File: src/rtl/sfx_pkg.sv
// rtl/sfx_pkg.sv - shared types, tables and encodings for the sound-effect scheduler
//   SFX_PERIOD : clk cycles per sample for each effect, index 0 in the low bits
//   SFX_LEN    : samples per effect, index 0 in the low bits
//   SEL_*      : sound_sel encoding driven to the audio mux
package sfx_pkg;

   localparam int SFX_NUM    = 3;
   localparam int SFX_ADDR_W = 17;
   localparam int SFX_CNT_W  = 16;

   localparam logic [SFX_NUM*SFX_CNT_W-1:0]  SFX_PERIOD = {16'd22607, 16'd20800, 16'd22706};
   localparam logic [SFX_NUM*SFX_ADDR_W-1:0] SFX_LEN    = {17'd88200, 17'd44100, 17'd2158};

   typedef logic [1:0] sfx_id_t;

   localparam logic [1:0] SEL_NONE          = 2'd0;
   localparam logic [1:0] SEL_CHOMP         = 2'd1;
   localparam logic [1:0] SEL_PORTAL_PLACE  = 2'd2;
   localparam logic [1:0] SEL_PORTAL_TRAVEL = 2'd3;

   typedef enum logic {
      ST_IDLE = 1'b0,
      ST_PLAY = 1'b1
   } sfx_state_t;

endpackage

File: src/rtl/sfx_sample_timer.sv
// rtl/sfx_sample_timer.sv - loadable sample-period counter
//   clk_i/rst_ni  : clock, asynchronous active-low reset
//   clear_i       : force the count back to zero on the next edge
//   period_i      : clk cycles per sample (must be >= 2)
//   sample_stb_o  : high during the last cycle of each sample period
module sfx_sample_timer import sfx_pkg::*; #(
   parameter int CNT_W = SFX_CNT_W
) (
   input  logic             clk_i,
   input  logic             rst_ni,
   input  logic             clear_i,
   input  logic [CNT_W-1:0] period_i,
   output logic             sample_stb_o
);

   logic [CNT_W-1:0] cnt_q, cnt_d;

   // Equality compare only: the count wraps at period-1 and can never run past it.
   assign sample_stb_o = (cnt_q == period_i - CNT_W'(1));

   always_comb begin
      cnt_d = cnt_q + CNT_W'(1);
      if (clear_i || sample_stb_o) begin
         cnt_d = '0;
      end
   end

   always_ff @(posedge clk_i or negedge rst_ni) begin
      if (!rst_ni) begin
         cnt_q <= '0;
      end else begin
         cnt_q <= cnt_d;
      end
   end

endmodule

File: src/rtl/sfx_scheduler.sv
// rtl/sfx_scheduler.sv - fixed-priority one-shot sequencer for the sound-effect ROMs
//   clk_i/rst_ni  : clock, asynchronous active-low reset
//   req_i         : one-cycle play request per effect (highest index wins)
//   stop_i        : abort playback and drop everything pending
//   rom_addr_o    : shared sample address for the selected ROM
//   sample_stb_o  : one-cycle pulse in the cycle rom_addr advances (or the last sample ends)
//   sound_sel_o   : 0 = silence, i+1 = effect i playing
//   active_o      : an effect is playing
//   pending_o     : queued requests
//   done_o        : one-cycle pulse after an effect finished its last sample naturally
module sfx_scheduler import sfx_pkg::*; #(
   parameter int                          NUM_SFX    = SFX_NUM,
   parameter int                          ADDR_W     = SFX_ADDR_W,
   parameter int                          CNT_W      = SFX_CNT_W,
   parameter logic [NUM_SFX*CNT_W-1:0]    PERIOD_TBL = SFX_PERIOD,
   parameter logic [NUM_SFX*ADDR_W-1:0]   LEN_TBL    = SFX_LEN
) (
   input  logic               clk_i,
   input  logic               rst_ni,
   input  logic [NUM_SFX-1:0] req_i,
   input  logic               stop_i,
   output logic [ADDR_W-1:0]  rom_addr_o,
   output logic               sample_stb_o,
   output logic [1:0]         sound_sel_o,
   output logic               active_o,
   output logic [NUM_SFX-1:0] pending_o,
   output logic               done_o
);

   sfx_state_t         state_q, state_d;
   logic [NUM_SFX-1:0] pending_q, pending_d, win_mask, cur_mask;
   sfx_id_t            cur_q, cur_d, win;
   logic [ADDR_W-1:0]  rom_addr_q, rom_addr_d, len_sel;
   logic [CNT_W-1:0]   period_sel;
   logic [1:0]         sound_sel_q, sound_sel_d;
   logic               done_q, done_d;
   logic               any_pend, tick, finish, grant, retrig, tmr_clear;

   // Priority encoder (last set bit in ascending order is the highest index)
   // and per-effect table lookup for the effect currently owning the output.
   always_comb begin
      win        = '0;
      period_sel = PERIOD_TBL[CNT_W-1:0];
      len_sel    = LEN_TBL[ADDR_W-1:0];
      for (int i = 0; i < NUM_SFX; i++) begin
         if (pending_q[i]) begin
            win = sfx_id_t'(i);
         end
         if (cur_q == sfx_id_t'(i)) begin
            period_sel = PERIOD_TBL[i*CNT_W +: CNT_W];
            len_sel    = LEN_TBL[i*ADDR_W +: ADDR_W];
         end
      end
   end

   assign any_pend = |pending_q;
   assign win_mask = NUM_SFX'(1) << win;
   assign cur_mask = NUM_SFX'(1) << cur_q;

   sfx_sample_timer #(.CNT_W(CNT_W)) u_timer (
      .clk_i        (clk_i),
      .rst_ni       (rst_ni),
      .clear_i      (tmr_clear),
      .period_i     (period_sel),
      .sample_stb_o (tick)
   );

   // State register
   always_ff @(posedge clk_i or negedge rst_ni) begin
      if (!rst_ni) begin
         state_q <= ST_IDLE;
      end else begin
         state_q <= state_d;
      end
   end

   // Next state. Grants only ever come from already-registered pending bits,
   // so a request takes one edge to queue and one more to start.
   always_comb begin
      state_d = state_q;
      grant   = 1'b0;
      finish  = 1'b0;
      retrig  = 1'b0;
      if (stop_i) begin
         state_d = ST_IDLE;
      end else begin
         case (state_q)
            ST_IDLE: begin
               if (any_pend) begin
                  grant   = 1'b1;
                  state_d = ST_PLAY;
               end
            end
            ST_PLAY: begin
               finish = tick && (rom_addr_q == len_sel - ADDR_W'(1));
               // A natural end and a preemption in the same cycle collapse into one grant.
               if (any_pend && (finish || win > cur_q)) begin
                  grant = 1'b1;
               end else if (finish) begin
                  state_d = ST_IDLE;
               end else if ((req_i & cur_mask) != '0) begin
                  retrig = 1'b1;
               end
            end
            default: state_d = ST_IDLE;
         endcase
      end
   end

   // Outputs and datapath next values
   always_comb begin
      pending_d   = pending_q | req_i;
      cur_d       = cur_q;
      rom_addr_d  = rom_addr_q;
      sound_sel_d = sound_sel_q;
      done_d      = finish;
      if (stop_i) begin
         pending_d   = '0;
         rom_addr_d  = '0;
         sound_sel_d = SEL_NONE;
      end else if (grant) begin
         pending_d   = (pending_q & ~win_mask) | req_i;
         cur_d       = win;
         rom_addr_d  = '0;
         sound_sel_d = win + 2'd1;
      end else if (state_d == ST_IDLE) begin
         rom_addr_d  = '0;
         sound_sel_d = SEL_NONE;
      end else if (retrig) begin
         // Restart in place; the request is consumed rather than queued.
         pending_d   = pending_q | (req_i & ~cur_mask);
         rom_addr_d  = '0;
      end else if (tick) begin
         rom_addr_d  = rom_addr_q + ADDR_W'(1);
      end
   end

   assign tmr_clear    = grant || retrig || (state_d == ST_IDLE);
   assign sample_stb_o = tick && (state_q == ST_PLAY) && !stop_i && !retrig && (finish || !grant);

   always_ff @(posedge clk_i or negedge rst_ni) begin
      if (!rst_ni) begin
         pending_q   <= '0;
         cur_q       <= '0;
         rom_addr_q  <= '0;
         sound_sel_q <= SEL_NONE;
         done_q      <= 1'b0;
      end else begin
         pending_q   <= pending_d;
         cur_q       <= cur_d;
         rom_addr_q  <= rom_addr_d;
         sound_sel_q <= sound_sel_d;
         done_q      <= done_d;
      end
   end

   assign rom_addr_o  = rom_addr_q;
   assign sound_sel_o = sound_sel_q;
   assign active_o    = (state_q == ST_PLAY);
   assign pending_o   = pending_q;
   assign done_o      = done_q;

endmodule

File: config.mk
export PLATFORM = sky130hd
export DESIGN_NAME = sfx_scheduler
export DESIGN_NICKNAME = d
export VERILOG_FILES = /design/src/rtl/sfx_pkg.sv /design/src/rtl/sfx_sample_timer.sv /design/src/rtl/sfx_scheduler.sv
export SDC_FILE = /design/constraint.sdc
export NUM_CORES = 1
export LEC_CHECK = 0
export ABC_AREA = 1
export CAP_MARGIN = 10
export CORE_MARGIN = 3
export CORE_UTILIZATION = 26
export CTS_CLUSTER_SIZE = 14
export DETAILED_ROUTE_END_ITERATION = 10
export PLACE_DENSITY = 0.49
export SLEW_MARGIN = 40
export SYNTH_ARGS = -nofsm -noshare
export SYNTH_HDL_FRONTEND = slang
export SYNTH_SLANG_ARGS = --single-unit
File: constraint.sdc
create_clock -name clk_i -period 3 [get_ports clk_i]
set_clock_uncertainty 0.15 [all_clocks]
set_input_delay 0.9 -clock clk_i [delete_from_list [all_inputs] [get_ports clk_i]]
set_output_delay 0.9 -clock clk_i [all_outputs]
set_load 0.01 [all_outputs]
==> results of run 1 <==
final cells by class:
class	instances	area, µm²
fill	1149	6457
multi-input combinational	269	1612
sequential	42	1051
timing repair buffer	108	879.6
inverter	57	214.0
tap	136	170.2
clock buffer	5	68.82
clock inverter	2	10.01
metal layers:
| layer | track usage (%) | up-vias | wire length (µm) | part of all wire, % |
|---|---|---|---|---|
| li1 | - | 1396 | - | - |
| met1 | 16.44 | 1223 | 3641 | 49 |
| met2 | 21.52 | 39 | 3419 | 46 |
| met3 | 2.027 | 15 | 215 | 2.9 |
| met4 | 4.844 | 0 | 151 | 2.0 |
| met5 | 0 | - | 0 | 0 |
power by group through the flow:
stage                     clock network (mW)  registers [mW]  logic, mW
final                                  0.356           0.639       1.11
after global routing                   0.399           0.642       1.22
after CTS                              0.375           0.637       1.06
after detailed placement                   0           0.649      0.924
after global placement                     0           0.648      0.911
after floorplan                            0           0.652      0.563
sequential cells by signal (all words and copies together) (netlist names):
name	count
cur_q	2
rom_addr_o	17
done_o	1
u_timer.cnt_q	16
pending_o	3
active_o	1
sound_sel_o	2
through the flow:
step	instances	utilization, %
after detailed placement	605	36.16
after global placement	605	36.16
after floorplan	375	-
after CTS	616	37.92
final	619	38.28
after global routing	619	38.28
worst max path at each step:
stage / from / to / slack, ns / depth (start not counted)
6_report: cur_q[0] / sample_stb_o / -0.21 / 14
5_1_grt: cur_q[0] / sample_stb_o / -0.37 / 14
4_1_cts: cur_q[0] / sample_stb_o / -0.22 / 14
3_5_place_dp: cur_q[0] / sample_stb_o / -0.52 / 13
3_3_place_gp: cur_q[0] / sample_stb_o / -0.47 / 13
2_1_floorplan: cur_q[0] / sample_stb_o / 0.03 / 14
what timing repair did:
item,in CTS,in global routing
gates cloned,0,0
setup endpoints to repair,1,1
resized for setup,23,4
pin swaps,9,6
setup buffers,4,3
hold endpoints to repair,0,0
layout by cell type, fill, tap and decap left out, drive strengths merged:
| cell type | Yosys | routed |
|---|---|---|
| nand2 | 82 | 82 |
| nand4 | 4 | 4 |
| o21ai | 10 | 10 |
| xor2 | 26 | 26 |
| nand3 | 35 | 35 |
| nor2 | 59 | 59 |
| inv | 55 | 55 |
| a21boi | 2 | 2 |
| clkdlybuf4s50 | 0 | 28 |
| dfrtp | 42 | 42 |
| xnor2 | 6 | 6 |
| clkbuf | 0 | 5 |
| nor3 | 24 | 24 |
| a21oi | 6 | 6 |
| clkinv | 2 | 4 |
| buf | 7 | 80 |
| nand3b | 1 | 1 |
| ha | 8 | 8 |
| nor4 | 6 | 6 |
worst register-to-register path: stages (launching register included):
cell and delay, ns:
dfrtp_1 0.40, inv_2 0.12, buf_4 0.13, ha_1 0.22, inv_1 0.06, nor2_1 0.03
o21ai_0 0.22, buf_4 0.18, nand3_2 0.12, nand2_4 0.08, buf_4 0.17, nand3_4 0.26
a21oi_1 0.23
kinds of logic (layout without fill, tap and decap cells):
kind of cell / count (synthesis) / count (layout)
and+or+nand+nor: 211 / 211
buffers and inverters: 64 / 172
DFF: 42 / 42
xor gates and xnor gates: 32 / 32
AOI/OAI and AO/OA: 18 / 18
adders and majority gates: 8 / 8
==> out/results.tsv, run 1 <==
metric	value	unit
place_congestion	0.8126	
synth-compound-area-share	3.341	%
cpMostUsedCell	nand2_1	
vias_per_cell	4.318	
finish.net_count	497	
p_per_area	524.5	nW/µm²
synth-simple-area-share	36.70	%
drv_cap	0	
synthAdderAreaFrac	3.516	%
tritoncts	done	
placed_cell_area	3784	µm²
drc	0	
tightest_slew	0.5988	ns
drtAntennaViolNets	0	
power_frac_comb	52.7	%
whs_path_depth	2	
min_period	3.214	ns
required	1.95	ns
critical-path-top-delay-family	simple AND/OR/NAND/NOR gates	
yosys-top-cells-area	dfrtp_1 (37%), nand2_1 (9.9%), xor2_1 (8.0%)	
postCtsHoldBufs	0	
syn-cell-area	2846	µm²
hp-start	sound_sel_o[0]	
antenna_cells	0	
synth_area_leader_cell	dfrtp_1	
synth-seq-cells	42	
grt_remaining_overflow	0	
crit_buf_inv	3	
reg2reg_to	rom_addr_o[0]	
synth-xor-area-share	9.846	%
pre_cts_ws	-0.5223	ns
setup_tns	-0.2141	ns
finalHoldViolations	0	
antenna_found_initial	0	
synth_common_cells	nand2_1 (75), nor2_1 (46), inv_1 (43)	
core_area	10460	µm²
start_kind	register	
cts_buffers	5	
grt_first_pass_wirelength	12.96	mm
ys_warn_count	0	
path_clk_slew	0.08	ns
synth_top_family_by_area	simple AND/OR/NAND/NOR gates	
track_usage	12.78	%
synth_most_common_cell	nand2_1	
muxShareOfSynthArea	0	%
synth_seq_area_share	36.92	%
max-vdd-ir-drop	0.0002397	V
synthCells	375	
root_buffer	clkbuf_8	
worstPathCellList	buf_6 > buf_4 > ha_4 > nand2_1 > nand2_1 > nor2_1 > nand2_1 > nor2_4 > nand3_4 > nand3_2 > nand2_4 > a21oi_2 > nor2_1 > buf_2	
p_switching	813.5	µW
clock_latency	0.30	ns
pwr-share-seq	30.4	%
cpMaxStageDelayCell	dfrtp_1	
avgRoutedWirePerCell	12.00	µm
hold_class	reg2reg	
min_to	sound_sel_o[0]	
grt_setup_unrepaired	true	
die_w	110.6	µm
hold_ws	0.3814	ns
grt_pass1_vias	2772	
r2r_setup_slack	0.54	ns
crit_path_end_kind	output pin	
async_reset_ff_share	100.0	%
internal-power	1.287	mW
htree_num_levels	2	
total_power	2.101	mW
fin_ws	-0.2141	ns
rows	37	
syn_nets	389	
start_util	27.21	%
clockBufferDepth	2	
fmax	311.1	MHz
max_stage_delay	0.41	ns
swShare	38.73	%
num_io_pins	31	
rr_worst_depth	12	
relSlewSlack	59.71	%
finalCritPeriodShare	107.1	%
synth_edf_count	0	
worst-setup-path-type	reg2out	
cp_data_arrival_time	2.16	ns
pwr-share-clk	16.9	%
die_h	110.6	µm
dr.pass1.iters	5	
drtIter0Drc	128	
grt_max_degree	43	
timing.rr.start	cur_q[1]	
syn2layout_area_growth	40.70	%
post-synth-top-area-fraction	36.92	%
vias	2673	
avgSynthCellArea	7.591	µm²
synth_cell_types	27	
violations	setup timing	
drt-total-wl	7.428	mm
clock_sinks	42	
outcome	finished, violations left	
dp_hpwl	5.728	mm
drive_above_1_share	30.23	%
final_area	4005	µm²
die-area	12240	µm²
critPathMaxFanout	4	
numPortBuffers	30	
maxSlewViolCount	0	
setup_viol	1	
leakage	1.786	nW
yosys_most_used_dff	dfrtp_1	
No activity file was read; power rests on OpenSTA's default activity.
==> run 2: changes to the inputs <==
CTS_BUF_LIST = sky130_fd_sc_hd__clkbuf_8   (was default)
==> results of run 2 <==
Same layout as run 1: the final DEF is identical, and so are final timing and power.
==> run 3: changes to the inputs <==
RECOVER_POWER = 50   (was default)
==> out/results.tsv, run 3 (synthesis results as in run 1) <==
metric	value	unit
outcome	finished, violations left	
violations	setup timing	
grt.met1_usage	16.44	%
start_util	27.21	%
avgRoutedWirePerCell	12.00	µm
htree_num_levels	2	
vias_per_cell	4.318	
cts_buffers	5	
endpoint	sample_stb_o	
clockBufferDepth	2	
setup_viol	1	
final_common_cell	buf_4	
critPathLaunch	cur_q[0]	
max-vdd-ir-drop	0.0002397	V
dr.pass1.iters	5	
worst-setup-path-type	reg2out	
final_area	4003	µm²
placed_cell_area	3784	µm²
drv_cap	0	
finalHoldViolations	0	
grt_pass1_vias	2772	
regArea	1051	µm²
timing.rr.start	cur_q[1]	
layout_common_cells	buf_4 (76), nand2_1 (73), nor2_1 (43), dfrtp_1 (42), inv_1 (41)	
start_kind	register	
grtUsageMet3	2.027	%
critPathMaxFanout	4	
required	1.95	ns
maxSlewViolCount	0	
multi_input_area	1612	µm²
min_period	3.214	ns
grt_first_pass_wirelength	12.96	mm
drt-total-wl	7.428	mm
grt_setup_unrepaired	true	
drtIter0Drc	128	
grt_max_degree	43	
rows	37	
syn2layout_area_growth	40.62	%
die_w	110.6	µm
relSlewSlack	28.01	%
r2r_setup_slack	0.54	ns
dp_hpwl	5.728	mm
postCtsHoldBufs	0	
rr_worst_depth	12	
place_congestion	0.8126	
tritoncts	done	
leakage	1.785	nW
finish.net_count	497	
path_clk_slew	0.08	ns
antenna_cells	0	
numPortBuffers	30	
grt_use_met2	21.52	%
tightest_slew	1.080	ns
fillers	1150	
hold_class	reg2reg	
reg2reg_to	rom_addr_o[0]	
die_h	110.6	µm
finalCritPeriodShare	107.1	%
vias	2673	
num_io_pins	31	
drtAntennaViolNets	0	
die-area	12240	µm²
drc	0	
crit_path_end_kind	output pin	
fin_ws	-0.2141	ns
grt_remaining_overflow	0	
clock_sinks	42	
largest_reg_flops	17	
p_per_area	524.7	nW/µm²
top_usage_layer	met2	
track_usage	12.78	%
clock_latency	0.30	ns
antenna_found_initial	0	
core_area	10460	µm²
cp_data_arrival_time	2.16	ns
fmax	311.1	MHz
hold_ws	0.3814	ns
drive_above_1_share	30.23	%
root_buffer	clkbuf_8	
fin_util	38.26	%
## run 3: changes by cell type in the layout (fill, tap and decap cells not counted), sizes merged
cell	before	now
clkbuf	5	6
buf	80	79
## run 3: layer usage
metal / up-vias / wire (µm)
li1: 1396 / -
met1: 1223 / 3641
met2: 39 / 3419
met3: 15 / 215
met4: 0 / 151
met5: - / 0
## run 3: worst min path at each step
stage	from	endpoint	slack, ns	cells past startpoint
after global routing	sound_sel_o[0]	sound_sel_o[0]	0.42	2
after detailed placement	sound_sel_o[0]	sound_sel_o[0]	0.36	2
after CTS	sound_sel_o[0]	sound_sel_o[0]	0.39	2
after floorplan	u_timer.cnt_q[0]	u_timer.cnt_q[0]	0.37	1
after global placement	sound_sel_o[0]	sound_sel_o[0]	0.36	2
final	sound_sel_o[0]	sound_sel_o[0]	0.38	2
## run 3: metrics by stage
stage / total power, mW / setup WS [ns] / setup TNS, ns / std cells
after floorplan: 1.214 / 0.03106 / 0 / 375
after global placement: 1.559 / -0.4700 / -0.4700 / 605
after detailed placement: 1.572 / -0.5223 / -0.5223 / 605
after CTS: 2.075 / -0.2196 / -0.2196 / 616
after global routing: 2.256 / -0.3712 / -0.3712 / 619
final: 2.100 / -0.2141 / -0.2141 / 619
## run 3: worst max-delay path, stage by stage (launching register included)
cell and delay [ns]:
dfrtp_1 0.41, buf_6 0.14, buf_4 0.13, ha_4 0.16, nand2_1 0.06, nand2_1 0.05
nor2_1 0.08, nand2_1 0.10, nor2_4 0.15, nand3_4 0.12, nand3_2 0.12, nand2_4 0.06
a21oi_2 0.12, nor2_1 0.06, buf_2 0.13
## run 3: what timing repair did
item                                    4_1_cts  5_1_grt
pin swaps                                     9        6
endpoints found under the setup margin        1        1
setup buffers                                 4        3
resized for setup                            23        4
## run 3: power breakdown
group	leakage [nW]	total [mW]	internal (mW)	switching (mW)
combinational	1.17	1.11	0.527	0.579
clock	0.0438	0.356	0.157	0.199
sequential	0.572	0.639	0.603	0.0353
total	1.78	2.10	1.29	0.814
## run 3: cell type report
cell class	instances	area share, %
well taps	136	4.251
flip-flops and latches	42	26.26
multi-input cells	269	40.26
clock inverters	2	0.2501
inverters	57	5.345
repair buffers	108	21.91
clock buffers	5	1.719
